===== src/rtl/vga_scan_timing.sv =====
`default_nettype none
// ============================================================================
//  Module   : vga_scan_timing
//  Purpose  : 640x480@60 Hz VGA raster timing generator. Produces the pixel
//             and line counters, active-low horizontal/vertical sync, a
//             display-active flag and a one-cycle start-of-frame strobe.
//  Revision : 1.0  initial release
// ----------------------------------------------------------------------------
//  Ports
//    vga_clk     in   1   pixel clock (25 MHz nominal), only clock
//    reset       in   1   synchronous, active-high reset
//    DrawX       out  10  horizontal pixel index, 0..H_TOTAL-1
//    DrawY       out  10  line index, 0..V_TOTAL-1
//    hs          out  1   horizontal sync, active low
//    vs          out  1   vertical sync, active low
//    blank       out  1   1 = visible region, 0 = blanking
//    frame_start out  1   one-cycle pulse at pixel (0,0)
// ----------------------------------------------------------------------------
//  Build option
//    VGA_SYNC_DELAY_EN  when defined, hs/vs/blank pass through one extra
//                       register so they align with a renderer whose colour
//                       is registered one cycle after DrawX/DrawY.
//                       DrawX, DrawY and frame_start are not delayed.
// ----------------------------------------------------------------------------
//  Counters are 10 bits wide; parameter sets whose totals exceed 1024 are
//  not supported.
// ============================================================================
module vga_scan_timing #(
    parameter int H_VISIBLE = 640,
    parameter int H_FP      = 16,
    parameter int H_SYNC    = 96,
    parameter int H_BP      = 48,
    parameter int V_VISIBLE = 480,
    parameter int V_FP      = 10,
    parameter int V_SYNC    = 2,
    parameter int V_BP      = 33
) (
    input  logic       vga_clk,
    input  logic       reset,
    output logic [9:0] DrawX,
    output logic [9:0] DrawY,
    output logic       hs,
    output logic       vs,
    output logic       blank,
    output logic       frame_start
);

    localparam logic [9:0] c_h_last     = 10'(H_VISIBLE + H_FP + H_SYNC + H_BP - 1);
    localparam logic [9:0] c_v_last     = 10'(V_VISIBLE + V_FP + V_SYNC + V_BP - 1);
    localparam logic [9:0] c_h_vis      = 10'(H_VISIBLE);
    localparam logic [9:0] c_v_vis      = 10'(V_VISIBLE);
    localparam logic [9:0] c_hs_start   = 10'(H_VISIBLE + H_FP);
    localparam logic [9:0] c_hs_end     = 10'(H_VISIBLE + H_FP + H_SYNC);
    localparam logic [9:0] c_vs_start   = 10'(V_VISIBLE + V_FP);
    localparam logic [9:0] c_vs_end     = 10'(V_VISIBLE + V_FP + V_SYNC);

    logic [9:0] r_x;
    logic [9:0] r_y;
    logic       r_hs;
    logic       r_vs;
    logic       r_blank;
    logic       r_frame_start;

    logic [9:0] w_x_nxt;
    logic [9:0] w_y_nxt;
    logic       w_hs_nxt;
    logic       w_vs_nxt;
    logic       w_blank_nxt;
    logic       w_frame_start_nxt;

    // Next-state counters; the flags are decoded from these next values so
    // that once registered they describe the same pixel as DrawX/DrawY.
    always_comb begin
        w_x_nxt = r_x + 10'd1;
        w_y_nxt = r_y;
        if (r_x == c_h_last) begin
            w_x_nxt = '0;
            w_y_nxt = (r_y == c_v_last) ? 10'd0 : (r_y + 10'd1);
        end

        w_hs_nxt          = ~((w_x_nxt >= c_hs_start) && (w_x_nxt < c_hs_end));
        w_vs_nxt          = ~((w_y_nxt >= c_vs_start) && (w_y_nxt < c_vs_end));
        w_blank_nxt       = (w_x_nxt < c_h_vis) && (w_y_nxt < c_v_vis);
        w_frame_start_nxt = (w_x_nxt == 10'd0) && (w_y_nxt == 10'd0);
    end

    // Reset parks the counters on the last pixel of the frame so the first
    // edge after release lands on (0,0).
    always_ff @(posedge vga_clk) begin
        if (reset) begin
            r_x           <= c_h_last;
            r_y           <= c_v_last;
            r_hs          <= 1'b1;
            r_vs          <= 1'b1;
            r_blank       <= 1'b0;
            r_frame_start <= 1'b0;
        end else begin
            r_x           <= w_x_nxt;
            r_y           <= w_y_nxt;
            r_hs          <= w_hs_nxt;
            r_vs          <= w_vs_nxt;
            r_blank       <= w_blank_nxt;
            r_frame_start <= w_frame_start_nxt;
        end
    end

    assign DrawX       = r_x;
    assign DrawY       = r_y;
    assign frame_start = r_frame_start;

`ifdef VGA_SYNC_DELAY_EN
    logic r_hs_d;
    logic r_vs_d;
    logic r_blank_d;

    always_ff @(posedge vga_clk) begin
        if (reset) begin
            r_hs_d    <= 1'b1;
            r_vs_d    <= 1'b1;
            r_blank_d <= 1'b0;
        end else begin
            r_hs_d    <= r_hs;
            r_vs_d    <= r_vs;
            r_blank_d <= r_blank;
        end
    end

    assign hs    = r_hs_d;
    assign vs    = r_vs_d;
    assign blank = r_blank_d;
`else
    assign hs    = r_hs;
    assign vs    = r_vs;
    assign blank = r_blank;
`endif

endmodule
`default_nettype wire

===== config.mk =====
export PLATFORM = sky130hd
export DESIGN_NAME = vga_scan_timing
export DESIGN_NICKNAME = d
export VERILOG_FILES = /design/src/rtl/vga_scan_timing.sv
export SDC_FILE = /design/constraint.sdc
export NUM_CORES = 1
export LEC_CHECK = 0
export BUFFER_PORTS_ARGS = -buffer_cell sky130_fd_sc_hd__buf_2
export CORE_ASPECT_RATIO = 0.9
export CORE_MARGIN = 5
export CORE_UTILIZATION = 45
export CTS_CLUSTER_DIAMETER = 150
export DETAILED_ROUTE_END_ITERATION = 10
export GPL_ROUTABILITY_DRIVEN = 0
export PLACE_DENSITY = 0.67
export SYNTH_ARGS = -nofsm -noshare
export SYNTH_HDL_FRONTEND = slang
export SYNTH_SLANG_ARGS = --single-unit
export TNS_END_PERCENT = 20

===== constraint.sdc =====
create_clock -name vga_clk -period 2.7 [get_ports vga_clk]
set_input_delay 0.135 -clock vga_clk [delete_from_list [all_inputs] [get_ports vga_clk]]
set_output_delay 0.135 -clock vga_clk [all_outputs]
set_load 0.02 [all_outputs]

==> key figures <==
Place
  – # port buffers: 25
  – DP Area: approximately 0.0015 mm²
  – Dpl hpwl: 2480 µm
  – Cells after DPL: 225

Detailed routing
  – First-pass DRT Iterations: 4
  – Via/cell ratio: 5.56
  – Routed Antenna Nets: 0
  – Avg WL per Cell: roughly 15 µm
  – DRC viols: 0
  – Final wirelength: between 3000 and 4000 µm
  – Initial drt markers: 104
  – Vias: approximately 1300

Layout
  – Post-Layout Cell Count: 228
  – Nets: 193
  – Multi-input combinational cell area: between 800 and 900 µm²
  – Final Cell Area: 0.00154 mm²
  – Antenna diodes: 0
  – Area taken by flip-flops and latches: just under 500 µm²
  – Core Util, Final: approximately 50%
  – # fillers: 297
  – Share of cells above drive strength 1: 21.0%
  – Synth-to-layout area growth: 11.1%

Global route
  – Gr ovfl total: 0
  – Largest net degree at the start of global routing: 21
  – Number of global-route vias before repair: between 1000 and 1500
  – Initial antenna violation count: 0
  – First-pass GRT wire length: 5820 µm
  – GRT Total Usage: 17.4%

Floorplan
  – Die X-Extent: 68.4 µm
  – Ports: 26
  – Initial core utilization: 46.1%
  – Die area: 0.00428 mm²
  – Row Count: 19
  – Die Span Y: between 60 and 70 µm
  – Core Region: 0.00300 mm²

Setup path
  – Critical Path RT: ~3000 ps
  – Critical Path Source Type: flip-flop
  – Crit Path Max Fanout: 13
  – Crit Path Class: flip-flop to flip-flop
  – Crit. End Element: flip-flop
  – Crit path DAT: 2600 ps

STA
  – Final hold vios: 0
  – Period minus WS final: 2350 ps
  – Period utilisation layout: 87.1%
  – Clock skew: about 3.7 ps
  – Actual slew at the worst max-slew pin: a little over 500 ps
  – Final setup violation count: 0
  – RSZ-0062 raised after global routing: false
  – Max-slew violations: 0
  – Relative slew margins: ~66%
  – Setup tns final: 0 ps
  – Peak Freq: 0.425 GHz

Synth
  – Synth warn: 0
  – Synth Flop Type: dfxtp_1
  – Unique cell type count in the Yosys netlist: 49
  – Syn_nets: about 170
  – Cell area after synthesis: 0.00138 mm²
  – Number of synthesized flops with an enable pin: 0
  – Post-synth ARST share: 0%
  – Syn_area_per_cell: a little over 8 µm²
  – Flop and latch count out of synthesis: 24
  – Post-synthesis sequential area ratio: a little over a third
  – Post-Synthesis Cells: approximately 170

Clocking
  – CTS Buffer Depth: 2
  – CTS buffer count: 3
  – Post-CTS setup repair buffer count: 0
  – H-tree depth: 1
  – Clock latency on the worst-skew pair: 320 ps
  – Number of hold buffers added after cts: 0
  – Root buf cell: clkbuf_4
  – Post-cts resize count: 0
  – Clock sink count: 24
  – CTS tree: yes
  – Clock transition at the registers of the reported paths: 140 ps

Pwr
  – Static Leak: 0.596 nW
  – Sequential share of power: 34.2%
  – Internal Power: about 0.89 mW
  – Peak supply drop: ~0.47 mV
  – Sw Pwr: around 0.81 mW
  – Switch share: 47.6%
  – Comb pwr share: 56.2%
  – Power share of the clock group: 9.6%
  – PwrDens: roughly 1100 mW/mm²

Flow run
  – Max cap viols: 0

Run status
  – Outcome: finished clean

Min path
  – Worst hold-check path type: input pin to flip-flop
## cells by family after synthesis
group | after synthesis | synth area share [%]
muxes | 1 | 0.725
DFF | 24 | 34.8
xor gates and xnor gates | 14 | 8.88
adders and majority gates | 3 | 2.72
and+or+nand+nor | 84 | 35.4
buffers and inverters | 15 | 5.25
AOI/OAI and AO/OA | 27 | 12.2
## layout by cell type, fill, tap and decap left out, drive strengths merged, types with 2 or more instances in the layout
| master | instances |
|---|---|
| or4 | 3 |
| nand3b | 2 |
| nand4b | 2 |
| clkbuf | 3 |
| nand2 | 11 |
| o21ai | 7 |
| inv | 3 |
| buf | 27 |
| and3b | 2 |
| ha | 3 |
| nor3 | 8 |
| or2 | 3 |
| nor2b | 2 |
| nand3 | 9 |
| a21oi | 5 |
| nand4 | 6 |
| xor2 | 4 |
| a31oi | 3 |
| nor4 | 3 |
| and3 | 3 |
| nor2 | 20 |
| nand2b | 4 |
| xnor2 | 10 |
| dfxtp | 24 |
| o22ai | 3 |
## worst paths after layout
check	slack, ps	startpoint	to	cells after the start
worst max register to register	350	DrawX[0]	frame_start	7
worst max-delay path	350	DrawX[0]	frame_start	7
worst min register to register	530	DrawX[0]	DrawX[0]	1
worst min-delay path	180	reset	DrawY[4]	2
## state kept, by name (all words and copies together), names as in the netlist
| signal | count |
|---|---|
| DrawY | 10 |
| blank | 1 |
| vs | 1 |
| hs | 1 |
| DrawX | 10 |
| frame_start | 1 |
## power by group through the flow
stage	registers, mW	logic [mW]	clock network, mW
2_1_floorplan	0.616	0.658	0
3_5_place_dp	0.588	0.947	0
6_report	0.580	0.956	0.163
4_1_cts	0.578	0.953	0.167
5_1_grt	0.600	1.06	0.180
3_3_place_gp	0.577	0.930	0
## metal layers
| layer | vias up | share of wire (%) | track usage [%] |
|---|---|---|---|
| met5 | - | 0 | 0 |
| met4 | 0 | 2.1 | 7.44 |
| met3 | 8 | 4.6 | 3.78 |
| met2 | 38 | 44 | 24.0 |
| met1 | 585 | 49 | 25.5 |
| li1 | 636 | - | - |
## worst max-delay path, cell delays in order (launching register included)
cell and delay [ps]:
dfxtp_1 400, ha_1 260, and4_1 340, and3_1 520, nand2_1 110, o22ai_1 220, nand4_1 150, nor4b_2 280
## area by class of cell
cell class / instances / area share [%]
clock buffer: 3 / 1.47
tap: 42 / 3.42
sequential: 24 / 31.3
inverter: 3 / 0.733
multi-input combinational: 129 / 54.0
timing repair buffer: 27 / 9.13
## synth_stat cells, types with 3 or more instances
library cell   n  share of area [%]
xnor2_1       10                6.3
o21ai_0        6                2.2
nand2b_1       4                1.8
inv_1          3               0.82
a21oi_1        5                1.8
nor3_1         8                2.9
nor2_1        18                4.9
xor2_1         4                2.5
ha_1           3                2.7
nand2_1       11                3.0
nand3_1        9                3.3
a31oi_1        3                1.4
dfxtp_1       24                 35
o22ai_1        3                1.4
clkbuf_1       4                1.1
nand4_1        6                2.7
buf_2          7                2.5
## through the flow
stage | setup WS, ps | total power [mW] | hold WS, ps
floorplan | 271 | 1.27 | 273
global placement | 487 | 1.51 | 471
detailed placement | 398 | 1.53 | 521
CTS | 369 | 1.70 | 189
global route | 163 | 1.84 | 202
finish | 348 | 1.70 | 183
Note: power is estimated with default switching activity, not from simulation.
